<file path="src/rtl/nnet_frame_sequencer.sv">
// Admits one inference frame at a time into the HLS core, pads short frames,
// regenerates tlast on the result stream and aborts inferences that stall in DRAIN.
module nnet_frame_sequencer #(
    parameter logic [7:0]  SR_NNET_CTRL    = 8'd132,
    parameter logic [7:0]  SR_NNET_TIMEOUT = 8'd133,
    parameter logic [23:0] TIMEOUT_RST     = 24'd65536
) (
    input  logic        clk,
    input  logic        reset,
    input  logic        clear,
    input  logic        set_stb,
    input  logic [7:0]  set_addr,
    input  logic [31:0] set_data,
    input  logic [15:0] size_in,
    input  logic [15:0] size_out,
    input  logic [31:0] s_axis_tdata,
    input  logic        s_axis_tlast,
    input  logic        s_axis_tvalid,
    output logic        s_axis_tready,
    output logic [31:0] m_nn_tdata,
    output logic        m_nn_tvalid,
    input  logic        m_nn_tready,
    input  logic [31:0] s_nn_tdata,
    input  logic        s_nn_tvalid,
    output logic        s_nn_tready,
    output logic [31:0] m_axis_tdata,
    output logic        m_axis_tlast,
    output logic        m_axis_tvalid,
    input  logic        m_axis_tready,
    output logic [31:0] frame_count,
    output logic [15:0] err_count,
    output logic        busy
);

    typedef enum logic [1:0] {
        IDLE  = 2'd0,
        FEED  = 2'd1,
        PAD   = 2'd2,
        DRAIN = 2'd3
    } state_t;

    function automatic logic [15:0] sat_inc16(input logic [15:0] value);
        logic [15:0] result;
        if (value == 16'hFFFF) begin
            result = value;
        end else begin
            result = value + 16'd1;
        end
        return result;
    endfunction

    state_t      state_r;
    state_t      state_s;

    logic        enable_r;
    logic        pad_en_r;
    logic [23:0] timeout_r;

    logic [15:0] size_in_r;
    logic [15:0] size_out_r;
    logic [15:0] in_cnt_r;
    logic [15:0] out_cnt_r;
    logic [23:0] stall_cnt_r;
    logic [31:0] frame_count_r;
    logic [15:0] err_count_r;

    logic        start_s;
    logic        in_hs_s;
    logic        pad_hs_s;
    logic        out_hs_s;
    logic        in_last_s;
    logic        pad_done_s;
    logic        out_last_s;
    logic        short_s;
    logic [23:0] stall_next_s;
    logic        timeout_hit_s;

    assign start_s       = (state_r == IDLE) && enable_r &&
                           (size_in != 16'd0) && (size_out != 16'd0);
    assign in_hs_s       = (state_r == FEED) && s_axis_tvalid && m_nn_tready;
    assign pad_hs_s      = (state_r == PAD) && m_nn_tready;
    assign out_hs_s      = (state_r == DRAIN) && s_nn_tvalid && m_axis_tready;
    assign in_last_s     = (in_cnt_r == (size_in_r - 16'd1));
    assign pad_done_s    = ((in_cnt_r + 16'd1) == size_in_r);
    assign out_last_s    = (out_cnt_r == (size_out_r - 16'd1));
    assign short_s       = in_hs_s && s_axis_tlast && !in_last_s && pad_en_r;
    assign stall_next_s  = stall_cnt_r + 24'd1;
    // A result handshake in the same cycle always beats the timeout.
    assign timeout_hit_s = (state_r == DRAIN) && !out_hs_s &&
                           (timeout_r != 24'd0) && (stall_next_s == timeout_r);

    // Settings registers; only the hard reset restores their defaults.
    always_ff @(posedge clk) begin
        if (reset) begin
            enable_r  <= 1'b0;
            pad_en_r  <= 1'b1;
            timeout_r <= TIMEOUT_RST;
        end else if (set_stb && (set_addr == SR_NNET_CTRL)) begin
            enable_r  <= set_data[0];
            pad_en_r  <= set_data[1];
        end else if (set_stb && (set_addr == SR_NNET_TIMEOUT)) begin
            timeout_r <= set_data[23:0];
        end
    end

    // FSM state register.
    always_ff @(posedge clk) begin
        if (reset || clear) begin
            state_r <= IDLE;
        end else begin
            state_r <= state_s;
        end
    end

    // FSM next-state logic.
    always_comb begin
        state_s = state_r;
        case (state_r)
            IDLE: begin
                if (start_s) begin
                    state_s = FEED;
                end else begin
                    state_s = IDLE;
                end
            end
            FEED: begin
                if (in_hs_s && in_last_s) begin
                    state_s = DRAIN;
                end else if (short_s) begin
                    state_s = PAD;
                end else begin
                    state_s = FEED;
                end
            end
            PAD: begin
                if (pad_hs_s && pad_done_s) begin
                    state_s = DRAIN;
                end else begin
                    state_s = PAD;
                end
            end
            DRAIN: begin
                if (out_hs_s && out_last_s) begin
                    state_s = IDLE;
                end else if (timeout_hit_s) begin
                    state_s = IDLE;
                end else begin
                    state_s = DRAIN;
                end
            end
            default: begin
                state_s = IDLE;
            end
        endcase
    end

    // FSM outputs: combinational pass-through in FEED and DRAIN, zero fill in PAD.
    always_comb begin
        s_axis_tready = 1'b0;
        m_nn_tdata    = 32'd0;
        m_nn_tvalid   = 1'b0;
        s_nn_tready   = 1'b0;
        m_axis_tdata  = 32'd0;
        m_axis_tlast  = 1'b0;
        m_axis_tvalid = 1'b0;
        case (state_r)
            FEED: begin
                m_nn_tdata    = s_axis_tdata;
                m_nn_tvalid   = s_axis_tvalid;
                s_axis_tready = m_nn_tready;
            end
            PAD: begin
                m_nn_tvalid   = 1'b1;
            end
            DRAIN: begin
                s_nn_tready   = m_axis_tready;
                m_axis_tvalid = s_nn_tvalid;
                m_axis_tdata  = s_nn_tdata;
                m_axis_tlast  = out_last_s;
            end
            default: begin
                s_axis_tready = 1'b0;
            end
        endcase
    end

    // Frame sizes are frozen at frame start so mid-frame input changes are ignored.
    always_ff @(posedge clk) begin
        if (reset || clear) begin
            size_in_r  <= 16'd0;
            size_out_r <= 16'd0;
        end else if (start_s) begin
            size_in_r  <= size_in;
            size_out_r <= size_out;
        end
    end

    // Word counters for the input frame and the result frame.
    always_ff @(posedge clk) begin
        if (reset || clear) begin
            in_cnt_r  <= 16'd0;
            out_cnt_r <= 16'd0;
        end else if (start_s) begin
            in_cnt_r  <= 16'd0;
            out_cnt_r <= 16'd0;
        end else begin
            if (in_hs_s || pad_hs_s) begin
                in_cnt_r <= in_cnt_r + 16'd1;
            end
            if (out_hs_s) begin
                out_cnt_r <= out_cnt_r + 16'd1;
            end
        end
    end

    // Stall counter: DRAIN cycles since the last result handshake.
    always_ff @(posedge clk) begin
        if (reset || clear) begin
            stall_cnt_r <= 24'd0;
        end else if (start_s || out_hs_s) begin
            stall_cnt_r <= 24'd0;
        end else if (state_r == DRAIN) begin
            stall_cnt_r <= stall_next_s;
        end
    end

    // Completed-frame and error counters exported for readback.
    always_ff @(posedge clk) begin
        if (reset || clear) begin
            frame_count_r <= 32'd0;
            err_count_r   <= 16'd0;
        end else begin
            if (out_hs_s && out_last_s) begin
                frame_count_r <= frame_count_r + 32'd1;
            end
            if (short_s || timeout_hit_s) begin
                err_count_r <= sat_inc16(err_count_r);
            end
        end
    end

    assign frame_count = frame_count_r;
    assign err_count   = err_count_r;
    assign busy        = (state_r != IDLE);

endmodule

</file>
<file path="config.mk">
export PLATFORM = sky130hd
export DESIGN_NAME = nnet_frame_sequencer
export DESIGN_NICKNAME = d
export VERILOG_FILES = /design/src/rtl/nnet_frame_sequencer.sv
export SDC_FILE = /design/constraint.sdc
export NUM_CORES = 1
export LEC_CHECK = 0
export ABC_CLOCK_PERIOD_IN_PS = 4200
export BUFFER_PORTS_ARGS = -buffer_cell sky130_fd_sc_hd__buf_2
export CORE_MARGIN = 3
export CORE_UTILIZATION = 54
export DETAILED_ROUTE_END_ITERATION = 6
export PLACE_DENSITY_LB_ADDON = 0.2
export SLEW_MARGIN = 25
export SYNTH_ARGS = -nofsm -noshare
export SYNTH_HDL_FRONTEND = slang
export SYNTH_SLANG_ARGS = --single-unit
</file>
<file path="constraint.sdc">
create_clock -name clk -period 4.2 [get_ports clk]
set_input_delay 0.42 -clock clk [delete_from_list [all_inputs] [get_ports clk]]
set_output_delay 0.42 -clock clk [all_outputs]
set_load 0.02 [all_outputs]
</file>
==> results of run 1 <==
-- synth_stat cells (3+ instances only) --
cell type	count
dfxtp_1	164
nor2_1	159
xnor2_1	86
nand2_1	85
mux2i_1	73
and2_1	71
xor2_1	61
nand3_1	56
clkbuf_1	53
or3_1	36
nor4_1	35
a21oi_1	30
and3_1	28
inv_1	27
o21ai_0	27
nand4_1	24
nor3_1	22
a31oi_1	12
ha_1	12
a41o_1	9
buf_2	9
or4_1	8
a211oi_1	7
nor4b_1	7
or2_2	7
nand2b_1	6
nor2b_1	6
o22ai_1	6
o31ai_1	6
nor3b_1	5
a22oi_1	4
and3b_1	4
and4_1	4
o211ai_1	4
a32oi_1	3
a41oi_1	3
buf_1	3
nand4b_1	3
or4_4	3
-- path summary, 6_finish.rpt --
kind | to | slack, ns | cells after the start | startpoint
max reg2reg | err_count[9]$_SDFFE_PP0P_ | 0.49 | 11 | size_in_r[1]$_SDFFE_PP0P_
max | err_count[9]$_SDFFE_PP0P_ | 0.49 | 11 | size_in_r[1]$_SDFFE_PP0P_
min reg2reg | frame_count[11]$_SDFFE_PP0P_ | 0.49 | 2 | frame_count[11]$_SDFFE_PP0P_
min | timeout_r[11]$_SDFFE_PP0P_ | 0.22 | 3 | set_data[11]
-- per-layer routing --
layer	track usage (%)	vias to the layer above	wire length (µm)
met2	45.9	383	13300
met1	34.8	4418	11700
met5	0	-	0
met4	7.50	0	388
met3	4.21	40	1870
li1	-	4671	-
-- sequential cells by signal, indices dropped and copies added (netlist names) --
signal       cells
enable_r         1
err_count       16
frame_count     32
in_cnt_r        16
out_cnt_r       16
pad_en_r         1
size_in_r       16
size_out_r      16
stall_cnt_r     24
state_r          2
timeout_r       24
-- logic make-up after synthesis --
| group | after synthesis |
|---|---|
| AO/OA/AOI/OAI | 127 |
| XOR/XNOR | 147 |
| adder cells (fa/ha/maj) | 12 |
| buffers and inverters | 93 |
| flip-flops | 164 |
| multiplexers | 75 |
| AND/OR/NAND/NOR | 587 |
-- per-stage QoR --
step           setup WS (ns)  cells
6_report               0.489   1663
5_1_grt               0.0807   1663
4_1_cts                0.519   1663
3_5_place_dp           0.517   1631
3_3_place_gp           0.567   1631
2_1_floorplan          0.985   1205
-- worst max-delay path, delay by kind of cell (launching register included) --
| kind | cells | cell delay (ns) |
|---|---|---|
| multiplexers | 1 | 0.40 |
| adder cells (fa/ha/maj) | 1 | 0.18 |
| flip-flops | 1 | 0.37 |
| buffers and inverters | 1 | 0.08 |
| AO/OA/AOI/OAI | 4 | 1.08 |
| AND/OR/NAND/NOR | 4 | 1.53 |
-- area by class of cell --
type                    count  area share, %
multi-input cells         948           52.4
flip-flops and latches    164           27.7
repair buffers            267           11.5
clock buffers              19           3.74
well taps                 225           2.37
clock inverters            13           1.45
inverters                  27          0.855
-- power breakdown --
part,switching (mW),internal [mW]
Clock,0.667,0.960
Combinational,0.0632,0.0561
Sequential,0.000546,1.56
==> impl_metrics.py, run 1 <==
metrics = {
    "run_status": {
        "status": "completed",
    },
    "cells_and_area": {
        "drive_gt1_share_pct": 22.9,
        "seq_area_um2": 3280,
        "antennaDiodeCount": 0,
        "fin_area_um2": 11900,
        "final_common_cell": "buf_2",
        "syn2layout_area_growth_pct": 20.5,
        "num-fill-cells": 1472,
        "multi_input_area_um2": 6210,
        "nNetsFinal": 1582,
        "layout_common_cells": "buf_2 (254), dfxtp_1 (164), nor2_1 (159)",
        "fin_util_pct": 67.6,
    },
    "global_routing": {
        "gr-total-overflow": 0,
        "grt_start_max_net_pins": 52,
        "grt_pass1_vias": 8746,
        "grtUsageTotal_pct": 26.7,
        "antenna_found_initial": 0,
        "grt_pass1_wl_um": 43900,
    },
    "synthesis": {
        "synth-simple-area-share_pct": 32.0,
        "synth_seq_area_share_pct": 33.4,
        "synthDistinctLibCells": 68,
        "ys_warn_count": 0,
        "synthFlopType": "dfxtp_1",
        "synthMuxAreaShare_pct": 7.66,
        "synth_adder_area_share_pct": 1.53,
        "synth_top_family_by_area": "simple AND/OR/NAND/NOR gates",
        "syn_avg_cell_area_um2": 8.16,
        "syn_nets": 1362,
        "synth.top_cell.area_share_pct": 33.4,
        "ys_ff_latch": 164,
        "yosys.area.top_type": "dfxtp_1",
        "synth_edf_count": 0,
        "synthTopCellsByArea": "dfxtp_1 (33%), xnor2_1 (7.7%), mux2i_1 (7.4%)",
        "synth_compound_area_share_pct": 8.60,
        "async_reset_ff_share_pct": 0,
        "synth_cells": 1205,
        "syn_area_um2": 9840,
        "synth_xor_area_share_pct": 13.1,
    },
    "timing": {
        "fin_crit_sh_pct": 88.4,
        "fin_crit_ns": 3.71,
        "fmax_mhz": 269,
        "worstMarginPinSlew_ns": 0.891,
        "finalSetupViolCount": 0,
        "hold_viol_final": 0,
        "hold_ws_ns": 0.215,
        "finClkSkew_ns": 0.00616,
        "finalSetupTns_ns": 0,
        "relSlewSlack_pct": 40.6,
        "rsz0062_at_grt": "no",
        "slew_violations": 0,
    },
    "worst_hold_path": {
        "hp-class": "input pin to register",
    },
    "pwr": {
        "power.density_nw_per_um2": 279,
        "power.leakage_nw": 5.40,
        "design_power_total_mw": 3.30,
        "irDropWorstVdd_uv": 285,
    },
    "clock_network": {
        "cts_sinks": 164,
        "cts_tree": "built",
        "numCtsBuffers": 17,
        "post_cts_buffers": 0,
        "postCtsHoldBufs": 0,
        "root_buffer": "clkbuf_16",
        "post_cts_resized": 0,
        "clock_latency_ns": 0.43,
        "clkTransAtPathRegs_ns": 0.07,
        "cts_buffer_depth": 2,
        "htreeDepth": 4,
    },
    "critical_path": {
        "cp-end-kind": "register",
        "cp_data_arrival_time_ns": 4.07,
        "path_class": "register to register",
        "cp-start-kind": "register",
        "cp_slowest_cell": "or4b_2",
        "crit_fanout": 18,
        "cpPeakStageDelay_ns": 0.64,
        "cp_cell_sequence": "inv_1 > ha_1 > or4b_2 > nor4b_1 > mux2_2 > a32o_1 > nor4_2 > nor3_4 > o21ai_2 > o21ai_0 > a21oi_1",
        "critPathRequiredTime_ns": 4.56,
    },
    "detailed_routing": {
        "drt-initial-drc-count": 680,
        "first_pass_iters": 5,
        "drtAntennaViolNets": 0,
        "drc": 0,
        "totalWireLength_um": 27200,
        "vias": 9512,
        "vias_per_cell": 5.72,
        "wl_per_cell_um": 16.4,
    },
    "floorplanning": {
        "die_w_um": 141,
        "die_h_um": 141,
        "initial_core_util_pct": 56.1,
        "coreArea_um2": 17500,
        "dieArea_um2": 19900,
        "row_count": 48,
        "ios": 263,
    },
    "run": {
        "maxCapViolCount": 0,
    },
    "placement": {
        "dp_hpwl_um": 20100,
        "place_area_um2": 11200,
        "gp_congestion": 0.905,
        "numPortBuffers": 254,
    },
}
(Power assumes the default switching activity.)
==> run 2: changes to the inputs <==
--- a/config.mk
+++ b/config.mk
@@ -10,7 +10,8 @@
 export CORE_MARGIN = 3
 export CORE_UTILIZATION = 54
 export DETAILED_ROUTE_END_ITERATION = 6
-export PLACE_DENSITY_LB_ADDON = 0.2
+export MAX_ROUTING_LAYER = met4
+export PLACE_DENSITY_LB_ADDON = 0.3
 export SLEW_MARGIN = 25
 export SYNTH_ARGS = -nofsm -noshare
 export SYNTH_HDL_FRONTEND = slang
==> impl_metrics.py, run 2 (synthesis results as in run 1) <==
metrics = {
    "detailed_routing": {
        "drc": 0,
        "drtAntennaViolNets": 0,
        "vias_per_cell": 5.68,
        "vias": 9452,
        "wl_per_cell_um": 16.1,
        "totalWireLength_um": 26800,
        "first_pass_iters": 7,
        "drt-initial-drc-count": 729,
    },
    "placement": {
        "gp_congestion": 0.945,
        "place_area_um2": 11200,
        "dp_worst_setup_slack_ns": 0.572,
        "numPortBuffers": 254,
        "dp_hpwl_um": 19900,
    },
    "cells_and_area": {
        "drive_gt1_share_pct": 22.9,
        "num-fill-cells": 1475,
        "seq_area_um2": 3280,
        "syn2layout_area_growth_pct": 20.3,
        "nNetsFinal": 1583,
        "multi_input_area_um2": 6200,
        "layout_common_cells": "buf_2 (254), dfxtp_1 (164), nor2_1 (159)",
        "antennaDiodeCount": 0,
        "fin_area_um2": 11800,
        "largest_reg_flops": 32,
        "final_common_cell": "buf_2",
    },
    "clock_network": {
        "clkTransAtPathRegs_ns": 0.07,
        "clock_latency_ns": 0.43,
        "root_buffer": "clkbuf_16",
        "postCtsHoldBufs": 0,
        "post_cts_buffers": 0,
        "cts_sinks": 164,
        "cts_buffer_depth": 2,
        "numCtsBuffers": 17,
        "htreeDepth": 4,
        "post_cts_resized": 0,
        "cts_tree": "built",
    },
    "global_routing": {
        "grt_start_max_net_pins": 52,
        "grt_pass1_wl_um": 43000,
        "antenna_found_initial": 0,
        "gr-total-overflow": 0,
        "grt_pass1_vias": 8925,
        "grtUsageTotal_pct": 26.9,
    },
    "pwr": {
        "irDropWorstVdd_uv": 300,
        "power.leakage_nw": 5.39,
        "power.density_nw_per_um2": 275,
    },
    "timing": {
        "fin_crit_ns": 3.71,
        "hold_viol_final": 0,
        "finalSetupTns_ns": 0,
        "worstMarginPinSlew_ns": 1.02,
        "rsz0062_at_grt": "no",
        "finalSetupViolCount": 0,
        "relSlewSlack_pct": 32.1,
        "hold_ws_ns": 0.225,
        "finClkSkew_ns": 0.00845,
        "setup_slack_ns": 0.489,
        "slew_violations": 0,
        "fmax_mhz": 269,
        "fin_crit_sh_pct": 88.4,
    },
    "critical_path": {
        "cp_data_arrival_time_ns": 4.07,
        "rr_endpoint": "err_count[9]$_SDFFE_PP0P_",
        "cp-end-kind": "register",
        "reg2reg_slack_ns": 0.49,
        "reg2reg_depth": 11,
        "critPathRequiredTime_ns": 4.56,
        "path_class": "register to register",
        "crit_fanout": 18,
        "r2r_start": "size_in_r[1]$_SDFFE_PP0P_",
        "cp-start-kind": "register",
    },
    "floorplanning": {
        "ios": 263,
        "die_h_um": 141,
        "coreArea_um2": 17500,
        "dieArea_um2": 19900,
        "initial_core_util_pct": 56.1,
        "row_count": 48,
        "die_w_um": 141,
    },
    "worst_hold_path": {
        "hp-class": "input pin to register",
        "hold_depth": 3,
        "hold_end": "timeout_r[19]$_SDFFE_PP0P_",
        "hp-start": "set_data[19]",
    },
    "run_status": {
        "status": "completed",
    },
    "run": {
        "maxCapViolCount": 0,
    },
}
-- run 2: layout make-up --
cell class	count	area share, %
clock inverters	11	1.08
repair buffers	268	11.6
well taps	225	2.38
clock buffers	20	3.94
inverters	27	0.856
flip-flops and latches	164	27.7
multi-input cells	948	52.4
-- run 2: power by group --
group	switching, mW	total [mW]	internal [mW]
Clock	0.660	1.58	0.923
Combinational	0.0622	0.118	0.0556
Sequential	0.000539	1.56	1.56
Total	0.723	3.26	2.53
-- run 2: worst max-delay path by stage --
stage	end	cells past startpoint	startpoint	slack (ns)
4_1_cts	frame_count[30]$_SDFFE_PP0P_	11	size_out_r[0]$_SDFFE_PP0P_	0.49
3_3_place_gp	err_count[4]$_SDFFE_PP0P_	11	size_in_r[1]$_SDFFE_PP0P_	0.60
5_1_grt	err_count[10]$_SDFFE_PP0P_	11	size_in_r[0]$_SDFFE_PP0P_	0.17
3_5_place_dp	err_count[6]$_SDFFE_PP0P_	11	size_in_r[0]$_SDFFE_PP0P_	0.57
2_1_floorplan	err_count[0]$_SDFFE_PP0P_	12	size_in_r[0]$_SDFFE_PP0P_	0.99
6_report	err_count[9]$_SDFFE_PP0P_	11	size_in_r[1]$_SDFFE_PP0P_	0.49
-- run 2: critical path, cell delays in order (launching register included) --
cell     delay, ns
dfxtp_1       0.37
inv_1         0.08
ha_1          0.19
or4b_2        0.63
nor4b_1       0.47
mux2_2        0.40
a32o_1        0.24
nor4_2        0.32
nor3_4        0.10
o21ai_2       0.51
o21ai_0       0.19
a21oi_1       0.15
-- run 2: through the flow --
stage / util [%] / power (mW) / std cells
2_1_floorplan: - / 1.63 / 1205
3_3_place_gp: 64.1 / 1.71 / 1632
3_5_place_dp: 64.1 / 1.71 / 1632
4_1_cts: 67.5 / 3.27 / 1663
5_1_grt: 67.5 / 3.36 / 1663
6_report: 67.5 / 3.26 / 1663
-- run 2: routing by layer --
| metal | routed length, µm | vias up | GRT usage, % | share of wire (%) |
|---|---|---|---|---|
| li1 | - | 4669 | - | - |
| met4 | 378 | 0 | 7.65 | 1.4 |
| met2 | 13000 | 334 | 44.9 | 49 |
| met5 | 0 | - | - | 0 |
| met1 | 11700 | 4411 | 33.1 | 44 |
| met3 | 1650 | 38 | 5.43 | 6.2 |
==> run 3: changes to the inputs <==
--- a/config.mk
+++ b/config.mk
@@ -12,6 +12,7 @@
 export DETAILED_ROUTE_END_ITERATION = 6
 export MAX_ROUTING_LAYER = met4
 export PLACE_DENSITY_LB_ADDON = 0.3
+export SKIP_LAST_GASP = 1
 export SLEW_MARGIN = 25
 export SYNTH_ARGS = -nofsm -noshare
 export SYNTH_HDL_FRONTEND = slang
==> constraint.sdc (replaced) <==
create_clock -name clk -period 4.2 [get_ports clk]
set_input_delay 0.84 -clock clk [delete_from_list [all_inputs] [get_ports clk]]
set_output_delay 0.84 -clock clk [all_outputs]
set_load 0.02 [all_outputs]
==> impl_metrics.py, run 3 (synthesis results as in run 1) <==
metrics = {
    "timing": {
        "finalSetupTns_ns": 0,
        "fmax_mhz": 251,
        "finalSetupViolCount": 0,
        "slew_violations": 0,
        "finClkSkew_ns": 0.00724,
        "fin_crit_ns": 3.99,
        "hold_viol_final": 0,
        "rsz0062_at_grt": "no",
        "fin_crit_sh_pct": 95.0,
        "hold_ws_ns": 0.485,
        "worstMarginPinSlew_ns": 0.990,
        "relSlewSlack_pct": 33.8,
    },
    "cells_and_area": {
        "layout_common_cells": "buf_2 (254), dfxtp_1 (164), nor2_1 (159)",
        "drive_gt1_share_pct": 22.9,
        "final_common_cell": "buf_2",
        "largest_reg_flops": 32,
        "syn2layout_area_growth_pct": 21.1,
        "num-fill-cells": 1457,
        "antennaDiodeCount": 0,
        "nNetsFinal": 1583,
    },
    "detailed_routing": {
        "drc": 0,
        "vias_per_cell": 5.68,
        "totalWireLength_um": 26400,
        "drt-initial-drc-count": 678,
        "wl_per_cell_um": 15.9,
        "drtAntennaViolNets": 0,
        "first_pass_iters": 5,
        "vias": 9457,
    },
    "floorplanning": {
        "coreArea_um2": 17500,
        "dieArea_um2": 19900,
        "die_h_um": 141,
        "ios": 263,
        "die_w_um": 141,
        "row_count": 48,
        "initial_core_util_pct": 56.1,
    },
    "worst_hold_path": {
        "hp-class": "register to register",
        "hold_depth": 2,
        "hp-start": "frame_count[28]$_SDFFE_PP0P_",
        "hold_end": "frame_count[28]$_SDFFE_PP0P_",
    },
    "critical_path": {
        "reg2reg_depth": 11,
        "crit_fanout": 6,
        "rr_endpoint": "err_count[10]$_SDFFE_PP0P_",
        "cp-start-kind": "register",
        "cp_data_arrival_time_ns": 3.15,
        "reg2reg_slack_ns": 0.44,
        "path_class": "register to primary output",
        "r2r_start": "size_in_r[1]$_SDFFE_PP0P_",
        "cp-end-kind": "primary output",
        "critPathRequiredTime_ns": 3.36,
    },
    "global_routing": {
        "grt_start_max_net_pins": 52,
        "grt_pass1_vias": 8887,
        "grtUsageTotal_pct": 26.9,
        "antenna_found_initial": 0,
        "grt_pass1_wl_um": 43300,
        "gr-total-overflow": 0,
    },
    "pwr": {
        "design_power_total_mw": 3.41,
        "power.leakage_nw": 5.43,
        "power.density_nw_per_um2": 286,
        "irDropWorstVdd_uv": 298,
    },
    "clock_network": {
        "numCtsBuffers": 17,
        "cts_sinks": 164,
        "cts_buffer_depth": 2,
        "clkTransAtPathRegs_ns": 0.06,
        "clock_latency_ns": 0.43,
        "htreeDepth": 4,
        "root_buffer": "clkbuf_16",
        "cts_tree": "built",
        "post_cts_buffers": 0,
    },
    "run_status": {
        "status": "completed",
    },
    "placement": {
        "gp_congestion": 0.955,
        "numPortBuffers": 254,
        "dp_hpwl_um": 19700,
    },
    "run": {
        "maxCapViolCount": 0,
    },
}
==> run 3: repair_timing <==
action | CTS | global route
gates resized for setup | 0 | 1
hold buffers | 0 | 0
endpoints found under the setup margin | 0 | 1
==> run 3: layout make-up <==
| cell class | count | area (µm²) | share of cell area, % |
|---|---|---|---|
| well taps | 225 | 282 | 2.36 |
| inverters | 27 | 101 | 0.851 |
| repair buffers | 268 | 1390 | 11.7 |
| clock buffers | 20 | 457 | 3.83 |
| flip-flops and latches | 164 | 3280 | 27.6 |
| clock inverters | 12 | 201 | 1.69 |
| multi-input cells | 948 | 6200 | 52.0 |
==> run 3: worst max-delay path by stage <==
stage	from	end	slack [ns]	cells past startpoint
2_1_floorplan	size_out_r[0]$_SDFFE_PP0P_	m_axis_tlast	0.88	8
3_3_place_gp	size_in_r[1]$_SDFFE_PP0P_	err_count[7]$_SDFFE_PP0P_	0.55	11
3_5_place_dp	size_in_r[1]$_SDFFE_PP0P_	err_count[10]$_SDFFE_PP0P_	0.49	11
4_1_cts	size_out_r[0]$_SDFFE_PP0P_	m_axis_tlast	0.14	9
5_1_grt	size_out_r[0]$_SDFFE_PP0P_	m_axis_tlast	0.02	9
6_report	size_out_r[0]$_SDFFE_PP0P_	m_axis_tlast	0.21	9
==> run 3: routing by layer <==
metal / global-route usage (%) / share of wire, % / up-vias
li1: - / - / 4672
met5: - / 0 / -
met2: 45.1 / 48 / 320
met1: 33.8 / 45 / 4428
met4: 7.45 / 1.4 / 0
met3: 4.38 / 5.7 / 37
==> run 3: critical path, stage by stage (launching register included) <==
cell,delay [ns]
dfxtp_1,0.36
inv_1,0.08
ha_2,0.23
or4b_4,0.52
nor4_4,0.24
xnor2_1,0.09
or4_4,0.55
nor4_1,0.26
and3_1,0.22
buf_2,0.18
==> run 3: through the flow <==
step,instance area (µm²),cells,util (%),setup slack (ns)
CTS,11900,1664,67.9,0.141
global route,11900,1664,67.9,0.0213
finish,11900,1664,67.9,0.211
global placement,11200,1632,64.1,0.549
detailed placement,11200,1632,64.1,0.489
floorplan,9840,1205,-,0.882
==> run 3: power by group <==
part	switching (mW)	internal, mW
logic	0.0626	0.0570
registers	0.000545	1.56
clock network	0.641	1.09
total	0.704	2.70
